<file path="config.mk">
export PLATFORM = sky130hd
export DESIGN_NAME = decoder16_frame_seq
export DESIGN_NICKNAME = d
export VERILOG_FILES = /design/src/rtl/dec16_pkg.sv /design/src/rtl/dec4_16.sv /design/src/rtl/decoder16_frame_seq.sv
export SDC_FILE = /design/constraint.sdc
export NUM_CORES = 1
export LEC_CHECK = 0
export ABC_AREA = 0
export ABC_CLOCK_PERIOD_IN_PS = 1400
export CAP_MARGIN = 20
export CORE_MARGIN = 2
export CORE_UTILIZATION = 46
export CTS_CLUSTER_SIZE = 10
export DETAILED_ROUTE_END_ITERATION = 7
export PLACE_DENSITY = 0.75
export SLEW_MARGIN = 20
export SYNTH_ARGS = -nofsm -noshare
export SYNTH_HDL_FRONTEND = slang
export SYNTH_SLANG_ARGS = --single-unit
</file>
<file path="constraint.sdc">
create_clock -name clk -period 1.4 [get_ports clk]
set_clock_uncertainty 0.1 [all_clocks]
set_input_delay 0.28 -clock clk [delete_from_list [all_inputs] [get_ports clk]]
set_output_delay 0.28 -clock clk [all_outputs]
set_load 0.05 [all_outputs]
</file>
<file path="src/rtl/dec16_pkg.sv">
// Shared widths, FSM state encoding and default frame length for the
// 16-bit frame decoder.
package dec16_pkg;

   localparam int IDX_W         = 4;
   localparam int VEC_W         = 16;
   localparam int DEF_FRAME_LEN = 4;

   typedef enum logic {
      COLLECT = 1'b0,
      HOLD    = 1'b1
   } state_t;

endpackage

</file>
<file path="src/rtl/dec4_16.sv">
// Combinational 4-to-16 one-hot decoder; the output is all-zero when z is low,
// so y is never looked at for a "no bit set" code.
module dec4_16
   import dec16_pkg::*;
(
   input  logic [IDX_W-1:0] y,
   input  logic             z,
   output logic [VEC_W-1:0] onehot
);

   always_comb begin
      onehot = '0;
      if (z) onehot[y] = 1'b1;
   end

endmodule

</file>
<file path="src/rtl/decoder16_frame_seq.sv">
// Rebuilds a 16-bit vector from a stream of {y, z} codes, one frame at a time.
// Duplicate-hit detection is compiled in only with DECODER16_DUP_CHECK_EN.
//
// state   | meaning
// COLLECT | accepting codes, OR-ing each decoded bit into the accumulator
// HOLD    | frame closed, w/out_valid presented until out_ready
module decoder16_frame_seq
   import dec16_pkg::*;
#(
   parameter int FRAME_LEN = DEF_FRAME_LEN,
   parameter int CNT_W     = 5
) (
   input  logic             clk,
   input  logic             rst,
   input  logic             in_valid,
   output logic             in_ready,
   input  logic [IDX_W-1:0] y,
   input  logic             z,
   input  logic             in_last,
   output logic             out_valid,
   input  logic             out_ready,
   output logic [VEC_W-1:0] w,
   output logic [CNT_W-1:0] code_cnt,
   output logic             dup
);

   state_t           state, state_nxt;
   logic [VEC_W-1:0] acc;
   logic [VEC_W-1:0] onehot;
   logic [CNT_W-1:0] cnt_plus1;
   logic             accept;
   logic             close;

   dec4_16 u_dec (
      .y      (y),
      .z      (z),
      .onehot (onehot)
   );

   // accept is derived from state directly so it does not loop through in_ready
   assign accept    = in_valid && (state == COLLECT);
   assign cnt_plus1 = code_cnt + 1'b1;
   assign close     = accept && (in_last || (cnt_plus1 == CNT_W'(FRAME_LEN)));

   always_ff @(posedge clk or posedge rst) begin
      if (rst) state <= COLLECT;
      else     state <= state_nxt;
   end

   always_comb begin
      state_nxt = state;
      in_ready  = 1'b0;
      out_valid = 1'b0;
      case (state)
         COLLECT: begin
            in_ready = 1'b1;
            if (close) state_nxt = HOLD;
         end
         HOLD: begin
            out_valid = 1'b1;
            if (out_ready) state_nxt = COLLECT;
         end
         default: state_nxt = COLLECT;
      endcase
   end

   always_ff @(posedge clk or posedge rst) begin
      if (rst) begin
         acc      <= '0;
         w        <= '0;
         code_cnt <= '0;
      end else begin
         case (state)
            COLLECT: begin
               if (accept) begin
                  acc      <= acc | onehot;
                  code_cnt <= cnt_plus1;
                  if (close) w <= acc | onehot;
               end
            end
            HOLD: begin
               // w is left as-is so the last frame stays visible
               if (out_ready) begin
                  acc      <= '0;
                  code_cnt <= '0;
               end
            end
            default: ;
         endcase
      end
   end

`ifdef DECODER16_DUP_CHECK_EN
   always_ff @(posedge clk or posedge rst) begin
      if (rst) begin
         dup <= 1'b0;
      end else begin
         case (state)
            COLLECT: if (accept && |(acc & onehot)) dup <= 1'b1;
            HOLD:    if (out_ready) dup <= 1'b0;
            default: ;
         endcase
      end
   end
`else
   assign dup = 1'b0;
`endif

endmodule

</file>
# Yosys cells after proc, flatten, opt, wreduce, memory -nomap -nowiden
# Index checks and enable logic that the tools add are counted.
dict set report totals {
  regBits 38
  latchBits 0
  mem_bits_rw 0
  rom_bits 0
  input_bits 10
  output_inout_bits 24
  mem_count 0
}
dict set report classes {
  n_addsub 1
  multipliers 0
  n_div 0
  magnitude_cmp 2
  n_eq_ne 3
  n_shift 0
  muxes 14
  bitwise_logic 2
  reduce_logical 6
}
# operator count
set op_table {}
lappend op_table {{2-to-1 mux 16 bit} 3}
lappend op_table {{one-hot mux 16 bit (2 select lines)} 1}
lappend op_table {{OR 16 bit} 1}
lappend op_table {{2-to-1 mux 5 bit} 2}
lappend op_table {{one-hot mux 5 bit (2 select lines)} 1}
lappend op_table {{adder 5 x 1 -> 5 bit, second input constant} 1}
lappend op_table {{== test 5 x 3 -> 1 bit, second input constant} 1}
lappend op_table {{< comparator 4 x 5 -> 1 bit, second input constant} 1}
lappend op_table {{2-to-1 mux 1 bit} 5}
lappend op_table {{demux 1 bit (select 4 bit)} 1}
lappend op_table {{greater-or-equal comparator 4 x 1 -> 1 bit, second input constant} 1}
lappend op_table {{!= test 2 bit, second input constant} 2}
lappend op_table {{logical AND 1 bit} 3}
lappend op_table {{AND reduction 3 bit} 1}
lappend op_table {{one-hot mux 1 bit (2 select lines)} 1}
lappend op_table {{AND reduction 2 bit} 1}
lappend op_table {{logical OR 1 bit} 1}
lappend op_table {{NOT 1 bit} 1}

# Longest topological paths before layout
# Gate-level depths: netlist of run 1.
dict set report depth {
  depth_word 8
  ltp_mapped 6
}

# Modules after synthesis
# Synthesis of run 1 repeated with hierarchy kept, for this count alone.
dict set report unflattened {
  hier_cells 153
  hier_area_um2 1690.4
}
# mod n_inst cells_per_inst area_each_um2 seq_area_each_um2
set modules_own_cells {}
lappend modules_own_cells {decoder16_frame_seq 1 130 1572.8 950.9}
lappend modules_own_cells {dec4_16 1 23 117.6 0.0}

# Least setup slack after synthesis of run 1
# OpenSTA, ideal clock, no wires.
dict set report synth_timing {
  kind {register to register}
  start {register code_cnt[1]}
  end {register w[0]}
  setup_ps 79
  arrival_ps 1738
  setup_slack_ps -517
  stages_incl_launch_ff 7
  path_buffers 2
  period_less_slack_ps 1917
  path_cell_list {dfrtp_1 -> ha_1 -> nor4b_1 -> o21a_1 -> buf_6 -> buf_12 -> mux2i_1}
}
dict set report synth_between {
  elab_chain_len 5
}
# element line_no
set synth_rtl {}
lappend synth_rtl {{from (decl)} decoder16_frame_seq.sv:23} ;# output logic [CNT_W-1:0] code_cnt,
lappend synth_rtl {{from (signal assigned)} decoder16_frame_seq.sv:77} ;# code_cnt <= cnt_plus1;
lappend synth_rtl {{adder 5 x 1 -> 5 bit} decoder16_frame_seq.sv:42} ;# assign cnt_plus1 = code_cnt + 1'b1;
lappend synth_rtl {{== test 5 x 3 -> 1 bit} decoder16_frame_seq.sv:43} ;# assign close = accept && (in_last || (cnt_plus1 == CNT_W'(FRAME_LEN)));
lappend synth_rtl {{logical OR 1 bit} decoder16_frame_seq.sv:43}
lappend synth_rtl {{logical AND 1 bit} decoder16_frame_seq.sv:43}
lappend synth_rtl {{AND reduction 3 bit (no line)} n/a}
lappend synth_rtl {{to (signal assigned)} decoder16_frame_seq.sv:78} ;# if (close) w <= acc | onehot;
lappend synth_rtl {{to (decl)} decoder16_frame_seq.sv:22} ;# output logic [VEC_W-1:0] w,
# Every way passes these cells.
# A chain may end at the register's enable or synchronous reset.

# Final worst setup path of run 1
dict set report layout_timing {
  start {register code_cnt[1]}
  end {register state}
}
dict set report layout_between {
  elab_chain_len 6
}
# element line_no
set layout_rtl {}
lappend layout_rtl {{adder 5 x 1 -> 5 bit} decoder16_frame_seq.sv:42}
lappend layout_rtl {{== test 5 x 3 -> 1 bit} decoder16_frame_seq.sv:43}
lappend layout_rtl {{logical OR 1 bit} decoder16_frame_seq.sv:43}
lappend layout_rtl {{logical AND 1 bit} decoder16_frame_seq.sv:43}
lappend layout_rtl {{2-to-1 mux 1 bit} decoder16_frame_seq.sv:57} ;# if (close) state_nxt = HOLD;
lappend layout_rtl {{one-hot mux 1 bit (2 select lines)} decoder16_frame_seq.sv:54} ;# case (state)
lappend layout_rtl {{via state_nxt} decoder16_frame_seq.sv:27} ;# state_t state, state_nxt;
lappend layout_rtl {{to (signal assigned)} decoder16_frame_seq.sv:47} ;# else state <= state_nxt;
lappend layout_rtl {{to (decl)} decoder16_frame_seq.sv:27}
# The timed path passes the listed nets, and every way through them passes these cells.

==> results of run 1 <==
synth_stat cells (2+ instances only):
master / instances / area (um2)
a21oi_1: 29 / 145
o21ai_0: 2 / 10.0
and4bb_2: 2 / 25.0
buf_2: 4 / 20.0
nor2b_1: 2 / 12.5
nand2_1: 2 / 7.51
dfrtp_1: 38 / 951
inv_1: 19 / 71.3
nor2_1: 17 / 63.8
a31oi_1: 4 / 25.0
and3b_1: 2 / 17.5
mux2i_1: 18 / 180
clkbuf_1: 4 / 15.0
state kept, by name, indices dropped and copies added, names as in the netlist:
name      count
acc          16
code_cnt      5
w            16
state         1
area by class of cell:
class / instances / share of cell area (%)
flip-flops and latches: 38 / 35.5
repair buffers: 53 / 29.0
multi-input cells: 96 / 25.3
inverters: 19 / 2.79
clock buffers: 5 / 2.56
clock inverters: 3 / 2.56
well taps: 48 / 2.24
worst min-delay path: stages:
cell and delay [ns]:
clkdlybuf4s50_1 0.39, inv_1 0.09, buf_12 0.23
layout by cell type (no fill, tap or decap), types with 2 or more instances in the layout:
master	instances
buf_12	26
o21ai_0	2
dfrtp_2	3
nor2b_1	2
mux2i_1	18
dfrtp_1	35
a21oi_1	29
a31oi_1	4
and3b_1	2
nor4b_4	2
buf_6	3
bufinv_16	2
and4bb_2	2
clkbuf_8	5
buf_4	14
nand2_1	2
inv_1	18
clkdlybuf4s50_1	7
nor2_1	17
dlymetal6s2s_1	2
kinds of logic (layout without fill, tap and decap cells):
kind of cell             count (synthesis)  after routing  synth area share [%]
multiplexers                            19             19                  11.0
adder cells (fa/ha/maj)                  1              1                 0.720
AO/OA/AOI/OAI                           39             39                  12.1
flip-flops                              38             38                  54.7
AND/OR/NAND/NOR                         36             36                  12.9
other                                    1              1                 0.216
buffers and inverters                   30             80                  8.35
stage by stage:
stage / power, mW / hold WS, ns / std cells / setup WS [ns] / instance area [um2]
2_1_floorplan: 2.39 / 0.262 / 164 / -0.308 / 1760
3_3_place_gp: 3.28 / 0.378 / 251 / -0.245 / 2470
3_5_place_dp: 3.34 / 0.386 / 251 / -0.359 / 2470
4_1_cts: 4.51 / 0.230 / 260 / -0.0938 / 2630
5_1_grt: 4.70 / 0.259 / 262 / -0.169 / 2690
6_report: 4.53 / 0.220 / 262 / -0.118 / 2690
worst max path at each step:
stage / start / end
floorplan: code_cnt[1]$_DFFE_PP0P_ / w[0]$_DFFE_PP0P_
CTS: code_cnt[1]$_DFFE_PP0P_ / w[6]$_DFFE_PP0P_
finish: code_cnt[1]$_DFFE_PP0P_ / state$_DFF_PP0_
global placement: y[0] / w[1]$_DFFE_PP0P_
detailed placement: y[1] / w[6]$_DFFE_PP0P_
global route: code_cnt[1]$_DFFE_PP0P_ / w[6]$_DFFE_PP0P_
metal layers:
layer	global-route usage [%]	up-vias	wire length [um]
met5	0	-	0
li1	-	646	-
met1	25.3	684	1640
met3	4.45	8	210
met2	36.5	48	2230
met4	8.59	0	77
power by group through the flow:
| stage | registers [mW] | clock network [mW] | logic (mW) |
|---|---|---|---|
| 5_1_grt | 1.49 | 1.18 | 2.02 |
| 2_1_floorplan | 1.93 | 0 | 0.463 |
| 4_1_cts | 1.48 | 1.14 | 1.89 |
| 6_report | 1.48 | 1.13 | 1.92 |
| 3_3_place_gp | 1.49 | 0 | 1.80 |
| 3_5_place_dp | 1.50 | 0 | 1.84 |
what timing repair did:
action	in CTS	in global routing
pin swaps	0	2
gates cloned	0	1
setup buffers	1	1
gates resized for setup	3	6
setup endpoints to repair	21	28
==> impl_metrics.yaml, run 1 <==
pwr:
  share_comb_of_total_power_pct: 42.4
  switching_share_pct: 34.9
  clkPwrFrac_pct: 25.0
  internal-power_mw: 2.95
  power.leakage_nw: 1.24
  seqPwrFrac_pct: 32.6
  peakVddDrop_mv: 1.20
  powerDensity_nw_per_um2: 1690
  switchingPower_mw: 1.58
final_layout:
  multi_input_area_um2: 679
  synthToLayoutAreaGrowth_pct: 54.6
  ff_latch_area_um2: 955
  final_layout_size_suffix_gt1_share_pct: 30.4
  final_util_pct: 73.9
  diodes: 0
  final_net_count: 224
  fillers: 264
timing:
  period_share_pct: 108
  hold_viol_final: 0
  setup_ws_ns: -0.118
  drv_slew: 0
  fmax_mhz: 659
  setup_violations: 19
  min_period_ns: 1.52
  rsz0062_at_grt: "yes"
  fin_setup_tns_ns: -1.49
place:
  portBuffers: 32
  routabilityCongestion: 0.804
  dp_hpwl_um: 2850
critical_path:
  rrSetupSlack_ns: -0.12
  start_kind: "register"
  r2r_end: "state$_DFF_PP0_"
  r2r.worst_path.cells: 5
  crit_chain: "ha_4 > nor4b_4 > o21a_2 > clkbuf_16 > o21bai_1"
  slowest_stage: "dfrtp_2"
  crit_required_ns: 1.49
  path_max_fanout: 8
  end_kind: "register"
  timing.rr.start: "code_cnt[1]$_DFFE_PP0P_"
  arrival_ns: 1.60
  cp_num_cells: 5
  critical-path-max-stage-delay_ns: 0.43
  cp_num_buf_inv: 1
  crit_family: "flip-flops"
  path_class: "register to register"
global_routing:
  grt_overflow: 0
  grt_first_pass_wirelength_um: 6620
  grt_pass1_vias: 1427
  antenna_found_initial: 0
  grt_max_degree: 39
  grt_usage_pct: 21.0
route:
  routed_wl_um: 4150
  drc: 0
  vias: 1386
  drt_iter0_markers: 80
  dr.pass1.iters: 4
  drtAntennaViolNets: 0
  via_per_inst: 5.29
  wl_per_cell_um: 15.9
outcome:
  outcome: "finished with violations"
  violations: "negative setup slack"
clock_network:
  cts-root-buf: "clkbuf_8"
  clkTransAtPathRegs_ns: 0.08
  htreeDepth: 2
  cts_tree: "built"
  numCtsBuffers: 5
  cts.sinks: 38
  insertion_delay_ns: 0.30
  cts_buffer_depth: 2
  postCtsHoldBufs: 0
job:
  maxCapViolations: 0
synthesis:
  synth_edf_count: 0
  synth.distinct_cells: 34
  yosysWarnings: 0
  synth_nets: 175
  syn_inst: 164
  synth-async-reset-ratio_pct: 100
  ys_seq_area_share_pct: 54.7
  syn_avg_cell_area_um2: 10.6
  ys_ff_latch: 38
  syn-cell-area_um2: 1740
  ys.flop_type: "dfrtp_1"
die:
  num_rows: 22
  die_area_um2: 4290
  die_h_um: 65.5
  floorplan.initialDensity_pct: 47.8
  dieWidth_um: 65.5
  design.core.area_um2: 3630
  io_pins: 34
min_path:
  hold_class: "primary input to async pin"
No activity file was read; power rests on OpenSTA's default activity.
==> run 2, diff against run 1 <==
--- a/config.mk
+++ b/config.mk
@@ -12,7 +12,7 @@
 export CORE_UTILIZATION = 46
 export CTS_CLUSTER_SIZE = 10
 export DETAILED_ROUTE_END_ITERATION = 7
-export PLACE_DENSITY = 0.75
+export PLACE_DENSITY = 0.82
 export SLEW_MARGIN = 20
 export SYNTH_ARGS = -nofsm -noshare
 export SYNTH_HDL_FRONTEND = slang
==> run 2 against run 1 <==
Against the previous run:
- count of clock-buffer cells in the layout grew 3
- combinational power grew 3%
- sequential power is essentially flat
- critical endpoint unchanged
- worst setup slack gained 0.016 ns
- via count grew 3.2%
- register-to-register slack gained 0.02 ns
- the flow still finishes with violations (negative setup slack)
- global-route usage shrank 0.35 points
- total power shrank 4.6%
- first-iteration DRC count shrank 7.5%
- clock power shrank 23%
- non-clock buffer count grew 4
- cell count grew 1.5%
==> impl_metrics.yaml, run 2 (synthesis gave the netlist of run 1 again) <==
outcome:
  outcome: "finished with violations"
  violations: "negative setup slack"
place:
  place_inst: 253
  routabilityCongestion: 0.822
  portBuffers: 32
  dp_hpwl_um: 2650
die:
  io_pins: 34
  design.core.area_um2: 3630
  num_rows: 22
  die_area_um2: 4290
  floorplan.initialDensity_pct: 47.8
  dieWidth_um: 65.5
  die_h_um: 65.5
critical_path:
  end_kind: "register"
  rrSetupSlack_ns: -0.10
  path_max_fanout: 8
  arrival_ns: 1.58
  timing.rr.start: "code_cnt[1]$_DFFE_PP0P_"
  crit_required_ns: 1.48
  r2r_end: "state$_DFF_PP0_"
  r2r.worst_path.cells: 5
  start_kind: "register"
  path_class: "register to register"
global_routing:
  grt_first_pass_wirelength_um: 6640
  grt_max_degree: 39
  grt_pass1_vias: 1481
  grt_usage_pct: 20.6
  antenna_found_initial: 0
  grt_overflow: 0
pwr:
  peakVddDrop_mv: 1.29
  power.leakage_nw: 1.27
  share_comb_of_total_power_pct: 45.6
  switchingPower_mw: 1.56
  powerDensity_nw_per_um2: 1580
  power_mw: 4.32
  switching_share_pct: 36.0
  seqPwrFrac_pct: 34.1
  clkPwrFrac_pct: 20.2
  internal-power_mw: 2.76
final_layout:
  ff_latch_area_um2: 955
  multi_input_area_um2: 694
  reg_top3: "acc: 16 flops, w: 16 flops, code_cnt: 5 flops"
  diodes: 0
  layout_commonest_cell: "dfrtp_1"
  final_layout_size_suffix_gt1_share_pct: 32.6
  synthToLayoutAreaGrowth_pct: 57.2
  fillers: 231
  final_net_count: 228
  mostFrequentLayoutCells: "35 x dfrtp_1, 29 x a21oi_1, 26 x buf_12, 18 x inv_1"
  layoutNonFillerInstCount: 266
route:
  drt_iter0_markers: 74
  via_per_inst: 5.38
  routed_wl_um: 4340
  drtAntennaViolNets: 0
  wl_per_cell_um: 16.3
  vias: 1430
  dr.pass1.iters: 5
  drc: 0
clock_network:
  clkTransAtPathRegs_ns: 0.07
  postCtsHoldBufs: 0
  cts_buffer_depth: 2
  numCtsBuffers: 5
  cts.sinks: 38
  htreeDepth: 2
  cts-root-buf: "clkbuf_8"
  insertion_delay_ns: 0.29
  cts_tree: "built"
timing:
  rsz0062_at_grt: "yes"
  period_share_pct: 107
  fmax_mhz: 666
  setup_violations: 20
  hold_viol_final: 0
  drv_slew: 0
  setup_ws_ns: -0.103
  min_period_ns: 1.50
job:
  maxCapViolations: 0
min_path:
  hold_class: "primary input to async pin"
==> run 2: layout make-up <==
type | count | area share, %
inverters | 19 | 2.75
repair buffers | 57 | 30.6
flip-flops and latches | 38 | 35.0
multi-input cells | 96 | 25.4
clock buffers | 8 | 4.03
well taps | 48 | 2.20
==> run 2: power by group through the flow <==
| stage | combinational, mW | clock (mW) | sequential (mW) |
|---|---|---|---|
| floorplan | 0.463 | 0 | 1.93 |
| detailed placement | 1.83 | 0 | 1.50 |
| global route | 2.08 | 0.945 | 1.50 |
| finish | 1.97 | 0.875 | 1.47 |
| CTS | 1.90 | 0.884 | 1.47 |
| global placement | 1.81 | 0 | 1.49 |
==> run 2: repair_timing <==
item / CTS / global route
gates resized for setup: 3 / 12
buffers inserted: 2 / 1
cloned: 0 / 2
setup endpoints to repair: 21 / 32
pin swaps: 0 / 2
==> run 2: worst max-delay path, stage by stage, from the launching register on <==
cell	delay (ns)
dfrtp_2	0.43
ha_4	0.17
nor4b_4	0.12
o21a_4	0.24
clkbuf_16	0.18
o21bai_1	0.15
==> run 2: through the flow <==
| step | TNS, ns | hold slack, ns | instance area [um2] | setup slack [ns] | util [%] |
|---|---|---|---|---|---|
| final | -1.19 | 0.232 | 2730 | -0.103 | 75.2 |
| after global routing | -2.30 | 0.277 | 2730 | -0.165 | 75.2 |
| after CTS | -1.36 | 0.233 | 2630 | -0.0880 | 72.3 |
| after detailed placement | -9.03 | 0.390 | 2480 | -0.304 | 68.3 |
| after global placement | -7.76 | 0.375 | 2480 | -0.276 | 68.3 |
| after floorplan | -4.66 | 0.262 | 1760 | -0.308 | - |
==> run 2: worst max-delay path by stage <==
stage / from / end / slack [ns] / cells after the start
after global placement: in_valid / w[0]$_DFFE_PP0P_ / -0.28 / 5
final: code_cnt[1]$_DFFE_PP0P_ / state$_DFF_PP0_ / -0.10 / 5
after detailed placement: in_valid / w[14]$_DFFE_PP0P_ / -0.30 / 5
after CTS: code_cnt[1]$_DFFE_PP0P_ / w[8]$_DFFE_PP0P_ / -0.09 / 5
after floorplan: code_cnt[1]$_DFFE_PP0P_ / w[0]$_DFFE_PP0P_ / -0.31 / 6
after global routing: code_cnt[1]$_DFFE_PP0P_ / w[14]$_DFFE_PP0P_ / -0.16 / 5
==> run 2: layer usage <==
| metal | up-vias | global-route usage, % | wire length [um] |
|---|---|---|---|
| li1 | 658 | - | - |
| met4 | 0 | 9.11 | 101 |
| met1 | 707 | 24.5 | 1750 |
| met3 | 9 | 5.48 | 241 |
| met5 | - | 0 | 0 |
| met2 | 56 | 35.1 | 2250 |
==> run 3, diff against run 2 <==
--- a/config.mk
+++ b/config.mk
@@ -8,6 +8,7 @@
 export ABC_AREA = 0
 export ABC_CLOCK_PERIOD_IN_PS = 1400
 export CAP_MARGIN = 20
+export CORE_ASPECT_RATIO = 0.8
 export CORE_MARGIN = 2
 export CORE_UTILIZATION = 46
 export CTS_CLUSTER_SIZE = 10
==> run 3 against run 2 <==
Against the previous run:
- sequential share of layout area decreased by 0.47 points
- die area hardly changed
- core utilization up 3.5 points
- total power is 9.5% higher
- cell area increased by 1.4%
- register-to-register slack got worse by 0.04 ns
- first-iteration DRC count up 24%
- count of clock-buffer cells in the layout decreased by 2
- highest routed layer unchanged
- the flow still finishes with violations (negative setup slack)
- largest cell class unchanged
- combinational power rose by 7%
==> impl_metrics.yaml, run 3 (synthesis gave the netlist of run 1 again) <==
outcome:
  outcome: "finished with violations"
  violations: "negative setup slack"
timing:
  setup_violations: 22
  setup_ws_ns: -0.140
  hold_viol_final: 0
  fmax_mhz: 649
  fin_setup_tns_ns: -1.61
  drv_slew: 0
  period_share_pct: 110
  min_period_ns: 1.54
  rsz0062_at_grt: "yes"
critical_path:
  crit_family: "flip-flops"
  cp_num_cells: 5
  crit_end: "state$_DFF_PP0_"
  rrSetupSlack_ns: -0.14
  critPathLaunch: "code_cnt[1]$_DFFE_PP0P_"
  r2r.worst_path.cells: 5
  path_max_fanout: 8
  timing.rr.start: "code_cnt[1]$_DFFE_PP0P_"
  path_class: "register to register"
  start_kind: "register"
  end_kind: "register"
  crit_required_ns: 1.47
  cp_num_buf_inv: 1
  crit_chain: "ha_4 > nor4b_4 > o21a_2 > clkbuf_16 > o21bai_1"
  critical-path-max-stage-delay_ns: 0.43
  arrival_ns: 1.61
  slowest_stage: "dfrtp_2"
  r2r_end: "state$_DFF_PP0_"
min_path:
  hold_class: "primary input to async pin"
job:
  maxCapViolations: 0
final_layout:
  final_area_um2: 2770
  diodes: 0
  layout_commonest_cell: "dfrtp_1"
  final_layout_size_suffix_gt1_share_pct: 33.6
  synthToLayoutAreaGrowth_pct: 59.3
  reg_top3: "acc: 16 flops, w: 16 flops, code_cnt: 5 flops"
  final_net_count: 230
  mostFrequentLayoutCells: "35 x dfrtp_1, 29 x a21oi_1, 26 x buf_12, 18 x inv_1, 17 x nor2_1"
  layoutNonFillerInstCount: 262
clock_network:
  postCtsHoldBufs: 0
  cts_buffer_depth: 2
  numCtsBuffers: 5
  clkTransAtPathRegs_ns: 0.08
  cts.sinks: 38
  cts-root-buf: "clkbuf_8"
  insertion_delay_ns: 0.29
  cts_tree: "built"
  htreeDepth: 2
route:
  routed_wl_um: 4780
  drt_iter0_markers: 92
  via_per_inst: 5.60
  wl_per_cell_um: 18.2
  dr.pass1.iters: 4
  drtAntennaViolNets: 0
  drc: 0
  vias: 1466
pwr:
  power.leakage_nw: 1.26
  powerDensity_nw_per_um2: 1710
  peakVddDrop_mv: 1.21
global_routing:
  grt_use_met3_pct: 6.97
  grt_usage_pct: 21.3
  met1_usage_pct: 22.9
  grt_overflow: 0
  grt_busiest_layer: "met2"
  use_met2_pct: 38.4
  grt_first_pass_wirelength_um: 6670
  grt_pass1_vias: 1459
  antenna_found_initial: 0
  grt_max_degree: 39
die:
  dieWidth_um: 72.7
  num_rows: 19
  floorplan.initialDensity_pct: 49.4
  die_h_um: 59.0
  io_pins: 34
  die_area_um2: 4290
  design.core.area_um2: 3520
place:
  place_inst: 245
  dp_hpwl_um: 2880
  postPlaceCellArea_um2: 2460
  portBuffers: 32
  pre_cts_slack_ns: -0.303
  routabilityCongestion: 0.836
run 3: cell count changes in the layout (fill, tap and decap cells not counted), moves of 2 or more:
cell / before / now
dlymetal6s2s_1: 3 / 0
clkdlybuf4s50_1: 6 / 9
buf_6: 5 / 9
mux2i_4: 0 / 2
bufinv_16: 0 / 2
clkbuf_8: 8 / 6
run 3: worst min path at each step:
stage / start / to / slack, ns / cells past startpoint
6_report: rst / w[8]$_DFFE_PP0P_ / 0.24 / 3
5_1_grt: rst / w[8]$_DFFE_PP0P_ / 0.28 / 3
4_1_cts: rst / w[8]$_DFFE_PP0P_ / 0.25 / 3
3_5_place_dp: acc[5]$_DFFE_PP0P_ / acc[5]$_DFFE_PP0P_ / 0.39 / 2
3_3_place_gp: acc[11]$_DFFE_PP0P_ / acc[11]$_DFFE_PP0P_ / 0.38 / 2
2_1_floorplan: out_ready / state$_DFF_PP0_ / 0.26 / 1
run 3: worst reg2reg max path, stage by stage (launching register included):
cell       delay, ns
dfrtp_2         0.43
ha_4            0.17
nor4b_4         0.12
o21a_2          0.25
clkbuf_16       0.18
o21bai_1        0.16
run 3: cell type report:
type,count,area (um2)
Clock inverter,2,60.1
Timing Repair Buffer,59,842
Multi-Input combinational cell,96,702
Inverter,19,75.1
Tap cell,42,52.6
Sequential cell,38,955
Fill cell,208,749
Clock buffer,6,82.6
run 3: metrics by stage:
stage          utilization, %  hold slack [ns]  total power, mW
3_3_place_gp             69.9            0.377             3.28
5_1_grt                  78.7            0.281             4.89
3_5_place_dp             69.9            0.389             3.34
6_report                 78.7            0.240             4.73
2_1_floorplan               -            0.262             2.39
4_1_cts                  75.1            0.252             4.54
run 3: report_power, final:
part | switching [mW] | internal, mW
combinational | 1.04 | 1.06
clock | 0.391 | 0.760
sequential | 0.187 | 1.29
run 3: metal layers:
| metal | vias to the layer above | part of all wire, % |
|---|---|---|
| li1 | 656 | - |
| met1 | 715 | 37 |
| met2 | 75 | 54 |
| met3 | 20 | 5.6 |
| met4 | 0 | 3.1 |
| met5 | - | 0 |
run 3: timing repair:
item	4_1_cts	5_1_grt
pin swaps	0	2
endpoints found under the setup margin	20	28
gates cloned	0	1
resized for setup	3	16
buffers inserted	3	5
